File: config.mk
export PLATFORM = sky130hd
export DESIGN_NAME = rgmii_tx_adapter
export DESIGN_NICKNAME = d
export VERILOG_FILES = /design/src/rtl/rgmii_tx_adapter.sv
export SDC_FILE = /design/constraint.sdc
export NUM_CORES = 1
export LEC_CHECK = 0
export ABC_AREA = 1
export CORE_MARGIN = 4
export CORE_UTILIZATION = 55
export DETAILED_ROUTE_END_ITERATION = 12
export HOLD_SLACK_MARGIN = 0.05
export PLACE_DENSITY = 0.88
export SYNTH_ARGS = -nofsm -noshare
export SYNTH_HDL_FRONTEND = slang
export SYNTH_SLANG_ARGS = --single-unit
File: constraint.sdc
create_clock -name GMII_GTXCLK -period 2.3 [get_ports GMII_GTXCLK]
set_clock_uncertainty 0.05 [all_clocks]
set_input_delay 0.46 -clock GMII_GTXCLK [delete_from_list [all_inputs] [get_ports GMII_GTXCLK]]
set_output_delay 0.46 -clock GMII_GTXCLK [all_outputs]
set_load 0.01 [all_outputs]
File: src/rtl/rgmii_tx_adapter.sv
// GMII-to-RGMII transmit adapter: gigabit DDR byte mode or 10/100 nibble mode, alignment pipeline, IFG enforcement.
// Define RGMII_TX_ERR_EN to encode GMII_TXER onto the falling-edge TX_CTL value.
module rgmii_tx_adapter #(
  parameter int PIPE_DELAY = 2,  // 1..4
  parameter int IFG_MIN    = 12  // 1..64
) (
  input  logic       GMII_GTXCLK,
  input  logic       rst_n,
  input  logic       speed_1000,
  input  logic [7:0] GMII_TXD,
  input  logic       GMII_TXEN,
  input  logic       GMII_TXER,
  output logic       TX_READY,
  output logic [3:0] RGMII_TXD_R,
  output logic [3:0] RGMII_TXD_F,
  output logic       RGMII_CTL_R,
  output logic       RGMII_CTL_F,
  output logic       BUSY,
  output logic [2:0] state_o
);

  localparam int CW = $clog2(2 * IFG_MIN + 1);

  typedef enum logic [2:0] {
    S_IDLE        = 3'd0,
    S_DATA        = 3'd1,
    S_NIB_HI      = 3'd2,
    S_NIB_LO_WAIT = 3'd3,
    S_IFG         = 3'd4
  } state_t;

  state_t          state_q, state_d;
  logic            mode_q, mode_d;
  logic [3:0]      hi_q, hi_d;
  logic            txer_q, txer_d;
  logic [CW-1:0]   cnt_q, cnt_d;
  logic            ready_q, ready_d;
  logic [9:0]      stage_d;
  logic [9:0]      pipe_q [PIPE_DELAY];
  logic            accept;
  logic            txer_eff;
  logic            idle_ctl_f;

`ifdef RGMII_TX_ERR_EN
  assign txer_eff   = GMII_TXER;
  assign idle_ctl_f = GMII_TXER & ~GMII_TXEN;
`else
  logic unused_txer;
  assign unused_txer = GMII_TXER;
  assign txer_eff    = 1'b0;
  assign idle_ctl_f  = 1'b0;
`endif

  // Handshake: a byte transfers on a rising edge where TX_READY and GMII_TXEN are both high;
  // while TX_READY is low the source keeps GMII_TXEN/TXD/TXER stable.
  assign accept = ready_q & GMII_TXEN;

  always_comb begin
    state_d = state_q;
    mode_d  = mode_q;
    hi_d    = hi_q;
    txer_d  = txer_q;
    cnt_d   = cnt_q;
    // stage_d = {ctl_r, ctl_f, txd_f, txd_r}
    stage_d = {1'b0, idle_ctl_f, 8'h00};
    case (state_q)
      S_IDLE: begin
        if (accept) begin
          mode_d = speed_1000;
          if (speed_1000) begin
            stage_d = {1'b1, ~txer_eff, GMII_TXD[7:4], GMII_TXD[3:0]};
            state_d = S_DATA;
          end else begin
            stage_d = {1'b1, ~txer_eff, GMII_TXD[3:0], GMII_TXD[3:0]};
            hi_d    = GMII_TXD[7:4];
            txer_d  = txer_eff;
            state_d = S_NIB_HI;
          end
        end
      end
      S_DATA: begin
        if (accept) begin
          stage_d = {1'b1, ~txer_eff, GMII_TXD[7:4], GMII_TXD[3:0]};
        end else begin
          cnt_d   = CW'(IFG_MIN);
          state_d = S_IFG;
        end
      end
      S_NIB_HI: begin
        stage_d = {1'b1, ~txer_q, hi_q, hi_q};
        state_d = S_NIB_LO_WAIT;
      end
      S_NIB_LO_WAIT: begin
        if (accept) begin
          stage_d = {1'b1, ~txer_eff, GMII_TXD[3:0], GMII_TXD[3:0]};
          hi_d    = GMII_TXD[7:4];
          txer_d  = txer_eff;
          state_d = S_NIB_HI;
        end else begin
          cnt_d   = CW'(2 * IFG_MIN);
          state_d = S_IFG;
        end
      end
      S_IFG: begin
        // Counter saturates at zero; the last gap cycle is the one holding a count of 1.
        cnt_d = (cnt_q == '0) ? '0 : cnt_q - CW'(1);
        if (cnt_q <= CW'(1)) begin
          state_d = S_IDLE;
        end
      end
      default: begin
        state_d = S_IDLE;
      end
    endcase
    ready_d = (state_d == S_IDLE) || (state_d == S_DATA) || (state_d == S_NIB_LO_WAIT);
  end

  always_ff @(posedge GMII_GTXCLK or negedge rst_n) begin
    if (!rst_n) begin
      state_q <= S_IDLE;
      mode_q  <= 1'b0;
      hi_q    <= 4'h0;
      txer_q  <= 1'b0;
      cnt_q   <= '0;
      ready_q <= 1'b1;
    end else begin
      state_q <= state_d;
      mode_q  <= mode_d;
      hi_q    <= hi_d;
      txer_q  <= txer_d;
      cnt_q   <= cnt_d;
      ready_q <= ready_d;
    end
  end

  // Data and control share one shift register so they can never skew against each other.
  always_ff @(posedge GMII_GTXCLK or negedge rst_n) begin
    if (!rst_n) begin
      for (int i = 0; i < PIPE_DELAY; i++) begin
        pipe_q[i] <= '0;
      end
    end else begin
      pipe_q[0] <= stage_d;
      for (int i = 1; i < PIPE_DELAY; i++) begin
        pipe_q[i] <= pipe_q[i-1];
      end
    end
  end

  assign TX_READY    = ready_q;
  assign RGMII_TXD_R = pipe_q[PIPE_DELAY-1][3:0];
  assign RGMII_TXD_F = pipe_q[PIPE_DELAY-1][7:4];
  assign RGMII_CTL_F = pipe_q[PIPE_DELAY-1][8];
  assign RGMII_CTL_R = pipe_q[PIPE_DELAY-1][9];
  assign BUSY        = (state_q != S_IDLE);
  assign state_o     = state_q;

endmodule

==> results of run 1 <==
==> state kept, by name, indices dropped and copies added (netlist names) <==
register	flops
pipe_q	9
cnt_q	5
RGMII_TXD_F	4
RGMII_TXD_R	4
hi_q	4
state_o	3
RGMII_CTL_F	1
TX_READY	1
==> power breakdown <==
part | switching (mW) | internal, mW | total [mW]
Combinational | 0.564 | 0.463 | 1.03
Sequential | 0.126 | 0.773 | 0.899
Clock | 0.192 | 0.257 | 0.448
Total | 0.881 | 1.49 | 2.37
==> layout make-up <==
type	count	area [um2]	area share, %
repair buffers	31	297.8	15.89
inverters	21	78.83	4.206
clock buffers	6	51.30	2.737
multi-input cells	107	594.3	31.71
clock inverters	2	35.03	1.869
flip-flops and latches	31	779.5	41.59
well taps	30	37.54	2.003
==> metal layers <==
metal / wire [um] / GRT usage [%] / up-vias
met2: 1622 / 33.13 / 75
met3: 314 / 6.596 / 12
met5: 0 / 0 / -
li1: - / - / 582
met1: 1279 / 21.89 / 547
met4: 94 / 7.740 / 0
==> worst reg2reg max path: stages (launching register included) <==
cell	delay (ps)
dfrtp_2	460
nor3_2	180
buf_4	170
buf_4	110
nand2_1	130
nand2_8	140
nand2_2	60
o21ai_2	50
==> cell usage in the layout (no fill, tap or decap) <==
cell              n
clkinv_2          1
buf_4             5
nor2_8            1
o22ai_1           1
nand3_1          14
o21ai_0          10
nor2_1           18
inv_1            17
clkdlybuf4s50_1  26
dfstp_2           1
o21bai_1          1
bufinv_16         1
nand3b_1          2
dfrtp_1          28
clkbuf_4          5
nor3_2            2
a21oi_1           7
ha_1              3
nand2_2           7
nand2_1          30
a21oi_2           1
nor2_2            1
nand3_2           1
clkbuf_8          1
nand2_8           1
dfrtp_2           2
inv_2             4
o21ai_2           4
nand4_1           1
nand2_4           2
==> worst paths after layout <==
check	end	cells past startpoint	slack [ps]	startpoint
max in group asynchronous	TX_READY	2	1440	rst_n
setup / recovery	BUSY	4	120	state_o[1]
setup reg to reg	hi_q[2]	7	890	state_o[1]
min in group asynchronous	pipe_q[10]	2	450	rst_n
hold reg to reg	RGMII_TXD_F[3]	0	310	pipe_q[17]
hold / removal	RGMII_TXD_F[3]	0	310	pipe_q[17]
==> per-stage QoR <==
step / std cells / hold slack [ps] / setup WS, ps / total power, mW / util, %
finish: 228 / 306.8 / 120.9 / 2.375 / 73.00
floorplan: 170 / 114.4 / 860.4 / 1.562 / -
CTS: 225 / 306.5 / 79.46 / 2.320 / 72.03
global route: 228 / 326.8 / 12.60 / 2.545 / 73.00
detailed placement: 217 / 284.7 / 453.3 / 1.874 / 68.66
global placement: 217 / 283.4 / 479.4 / 1.807 / 68.66
==> kinds of logic after synthesis <==
kind of cell / share of synthesized area [%]
buf+inv: 10.24
flops: 50.86
compound gates: 9.337
fa+ha+maj: 2.457
simple gates: 27.11
==> timing repair <==
| item | CTS | global route |
|---|---|---|
| buffers inserted | 0 | 3 |
| setup endpoints to repair | 0 | 1 |
| gates resized for setup | 0 | 2 |
==> results.py, run 1 <==
metrics = {
    "route": {
        "drtIter0Drc": 90,
        "firstDrtPassIters": 4,
        "ant_nets": 0,
        "drc": 0,
        "post_drt_wl_per_cell_um": 14.52,
        "vias": 1216,
        "via_per_inst": 5.333,
        "wl_mm": 3.310,
    },
    "sta": {
        "slew_viol_final": 0,
        "fin_setup_tns_ps": 0,
        "finalCritPeriodShare_pct": 94.74,
        "hold_viol_final": 0,
        "post-route-min-period_ps": 2179,
        "setup_viol": 0,
        "rsz0062_at_grt": "false",
        "worstMarginPinSlew_ps": 381.9,
        "slew_headroom_pct": 74.54,
        "max_freq_mhz": 458.9,
    },
    "logic_synthesis": {
        "synth_top_area_share_pct": 49.14,
        "synth.largest_area_cell": "dfrtp_1",
        "synthTopCellsByCount": "dfrtp_1 (30), nand2_1 (30), nor2_1 (18)",
        "synth.distinct_cells": 26,
        "synth_nets": 186,
        "yosys_warnings": 0,
        "synth_cells": 170,
        "ys_async_sr_fraction_pct": 100.0,
        "synth_area_leaders": "dfrtp_1 (49%), nand2_1 (7.4%), nand3_1 (4.6%), buf_4 (4.4%), nor2_1 (4.4%)",
        "synth_edf_count": 0,
        "ys_ff_latch": 31,
        "synth_top_flop_cell": "dfrtp_1",
        "synthesis.area_um2": 1528,
        "syn_area_per_cell_um2": 8.987,
        "ys_seq_area_share_pct": 50.86,
    },
    "cells_and_area": {
        "n_antenna_cell": 0,
        "fin_area_um2": 1874,
        "layout-drive-gt1-share_pct": 20.20,
        "nFillCells": 192,
        "areaGrowthSynthToFinish_pct": 22.69,
        "nets": 213,
    },
    "pwr": {
        "ir_worst_vdd_v": 0.001014,
        "leakagePower_nw": 0.9677,
        "cellPowerDensity_nw_per_um2": 1267,
    },
    "setup_path": {
        "arrival_ps": 1670,
        "critical_path.max_fanout": 9,
        "cp-end-kind": "primary output",
        "crit_path_start_kind": "flip-flop",
        "crit_family": "buffers and inverters",
        "crit_buf_inv": 3,
        "critPathRequiredTime_ps": 1790,
        "cp_cell_sequence": "nor3_2, buf_4, inv_1, clkdlybuf4s50_1",
        "cpPeakStageDelay_ps": 480,
        "critPathSlowestCell": "clkdlybuf4s50_1",
        "path_class": "reg -> out",
    },
    "floorplanning": {
        "initial_core_util_pct": 59.50,
        "die_area_um2": 3685,
        "die_h_um": 60.71,
        "io-pin-count": 28,
        "die_w_um": 60.71,
        "row_count": 18,
        "core_um2": 2567,
    },
    "cts": {
        "cts_hold_buf": 0,
        "insertion_delay_ps": 340,
        "clk_pin_slew_ps": 90,
        "cts_root_buffer": "clkbuf_4",
        "numCtsBuffers": 5,
        "cts.htree.levels": 2,
        "cts_tree": "built",
        "clockBufferDepth": 2,
        "cts.sinks": 31,
    },
    "global_routing": {
        "grt_pass1_vias": 1173,
        "grt_max_degree": 32,
        "antenna_found_initial": 0,
        "overflow": 0,
        "grt_pass1_wl_mm": 5.092,
        "grt_usage_pct": 19.25,
    },
    "run": {
        "cap_viol_max_count": 0,
    },
    "run_status": {
        "status": "completed",
    },
    "placement": {
        "place_area_um2": 1763,
        "hpwlAfterDp_mm": 2.267,
        "io_buffers": 26,
        "gp_congestion": 0.8202,
    },
    "min_path": {
        "hold_class": "reg -> reg",
    },
}
Note: power is estimated with default switching activity, not from simulation.
==> run 2: changes to the inputs <==
--- a/config.mk
+++ b/config.mk
@@ -10,6 +10,7 @@
 export CORE_UTILIZATION = 55
 export DETAILED_ROUTE_END_ITERATION = 12
 export HOLD_SLACK_MARGIN = 0.05
+export MAX_ROUTING_LAYER = met4
 export PLACE_DENSITY = 0.88
 export SYNTH_ARGS = -nofsm -noshare
 export SYNTH_HDL_FRONTEND = slang
==> run 2 against run 1 <==
Largest power group unchanged; highest routed layer unchanged; final cell count decreased by 1.3%; power decreased by 3.0%; non-clock buffer count decreased by 3; clock power decreased by 2%.
==> results.py, run 2 (same netlist as run 1, synthesis figures left out) <==
metrics = {
    "cells_and_area": {
        "nets": 210,
        "largest_reg_flops": 9,
        "fin_cells": 225,
        "areaGrowthSynthToFinish_pct": 21.05,
        "layout-drive-gt1-share_pct": 17.95,
        "n_antenna_cell": 0,
        "top_regs": "pipe_q: 9 flops, cnt_q: 5 flops",
        "fin_area_um2": 1849,
        "final_cell_mix": "dfrtp_1 (30), nand2_1 (30), clkdlybuf4s50_1 (26), nor2_1 (18), inv_1 (17)",
        "finish.utilization_pct": 72.03,
        "top_register": "pipe_q",
    },
    "floorplanning": {
        "initial_core_util_pct": 59.50,
        "die_w_um": 60.71,
        "row_count": 18,
        "die_area_um2": 3685,
        "io-pin-count": 28,
        "die_h_um": 60.71,
        "core_um2": 2567,
    },
    "route": {
        "drtIter0Drc": 56,
        "drc": 0,
        "via_per_inst": 5.333,
        "vias": 1200,
        "wl_mm": 2.982,
        "post_drt_wl_per_cell_um": 13.25,
        "firstDrtPassIters": 4,
        "ant_nets": 0,
    },
    "setup_path": {
        "crit_path_start_kind": "flip-flop",
        "critPathSlowestCell": "dfrtp_1",
        "cp-end-kind": "primary output",
        "reg2reg_depth": 6,
        "arrival_ps": 1720,
        "crit_buf_inv": 3,
        "critical_path.max_fanout": 11,
        "reg2reg_slack_ps": 920,
        "path_class": "reg -> out",
        "r2r_start": "TX_READY",
        "r2r_end": "hi_q[0]",
        "cp_cell_sequence": "nor3_2, buf_4, inv_1, clkdlybuf4s50_1",
        "critPathRequiredTime_ps": 1790,
        "crit_family": "buffers and inverters",
        "cpPeakStageDelay_ps": 480,
    },
    "cts": {
        "cts_root_buffer": "clkbuf_4",
        "clk_pin_slew_ps": 90,
        "insertion_delay_ps": 330,
        "cts_hold_buf": 0,
        "postCtsSetupBuffers": 0,
        "clockBufferDepth": 2,
        "cts.htree.levels": 2,
        "cts_tree": "built",
        "cts-resized-gates": 0,
        "numCtsBuffers": 5,
        "cts.sinks": 31,
    },
    "global_routing": {
        "overflow": 0,
        "grt_max_degree": 32,
        "grt_pass1_wl_mm": 4.988,
        "grt_pass1_vias": 1184,
        "antenna_found_initial": 0,
        "grt_usage_pct": 19.32,
    },
    "sta": {
        "slew_headroom_pct": 74.94,
        "max_freq_mhz": 449.4,
        "hold_ws_ps": 307.8,
        "setup_viol": 0,
        "layout_setup_ws_ps": 74.58,
        "worstMarginPinSlew_ps": 375.9,
        "hold_viol_final": 0,
        "post-route-min-period_ps": 2225,
        "rsz0062_at_grt": "false",
        "finalCritPeriodShare_pct": 96.76,
        "fin_setup_tns_ps": 0,
        "slew_viol_final": 0,
    },
    "min_path": {
        "hold_end": "RGMII_TXD_F[1]",
        "holdPathStages": 0,
        "hold_class": "reg -> reg",
        "hp-start": "pipe_q[15]",
    },
    "pwr": {
        "combPwrFrac_pct": 42.0,
        "p_sw_mw": 0.8532,
        "clkPwrFrac_pct": 19.1,
        "intPower_mw": 1.451,
        "cellPowerDensity_nw_per_um2": 1246,
        "ir_worst_vdd_v": 0.001132,
        "switching_share_pct": 37.03,
        "power_mw": 2.304,
        "leakagePower_nw": 0.9560,
        "p_seq_share_pct": 38.9,
    },
    "placement": {
        "gp_congestion": 0.7975,
        "io_buffers": 26,
        "placed_cells": 217,
        "hpwlAfterDp_mm": 2.206,
        "place_ws_ps": 443.9,
        "place_area_um2": 1763,
    },
    "run_status": {
        "status": "completed",
    },
    "run": {
        "cap_viol_max_count": 0,
    },
}
-- run 2: cell count changes in the layout (fill, tap and decap cells not counted) --
cell     previous run  this run
buf_4               5         2
dfrtp_1            28        30
dfrtp_2             2         0
-- run 2: final cells by class --
type	instances	area, um2
Timing Repair Buffer	28	275.3
Clock buffer	6	51.30
Multi-Input combinational cell	107	594.3
Sequential cell	31	777.0
Clock inverter	2	35.03
Inverter	21	78.83
Fill cell	201	718.2
Tap cell	30	37.54
-- run 2: per-layer routing --
metal / vias to the layer above / part of all wire, % / GRT usage [%]
met5: - / 0 / -
met4: 0 / 1.8 / 8.978
met3: 8 / 6.9 / 4.894
met2: 53 / 50 / 31.60
met1: 557 / 41 / 22.16
li1: 582 / - / -
-- run 2: worst max-delay path by stage --
| stage | start | endpoint | cells after the start |
|---|---|---|---|
| 6_report | state_o[1] | BUSY | 4 |
| 5_1_grt | state_o[1] | BUSY | 4 |
| 4_1_cts | state_o[1] | BUSY | 4 |
| 3_5_place_dp | state_o[1] | BUSY | 4 |
| 3_3_place_gp | state_o[1] | BUSY | 4 |
| 2_1_floorplan | state_o[1] | BUSY | 3 |
-- run 2: power groups by stage --
| stage | clock (mW) | sequential, mW | combinational, mW |
|---|---|---|---|
| 2_1_floorplan | 0 | 0.897 | 0.665 |
| 3_3_place_gp | 0 | 0.892 | 0.918 |
| 3_5_place_dp | 0 | 0.909 | 0.956 |
| 4_1_cts | 0.450 | 0.898 | 0.968 |
| 5_1_grt | 0.481 | 0.928 | 1.08 |
| 6_report | 0.440 | 0.897 | 0.968 |
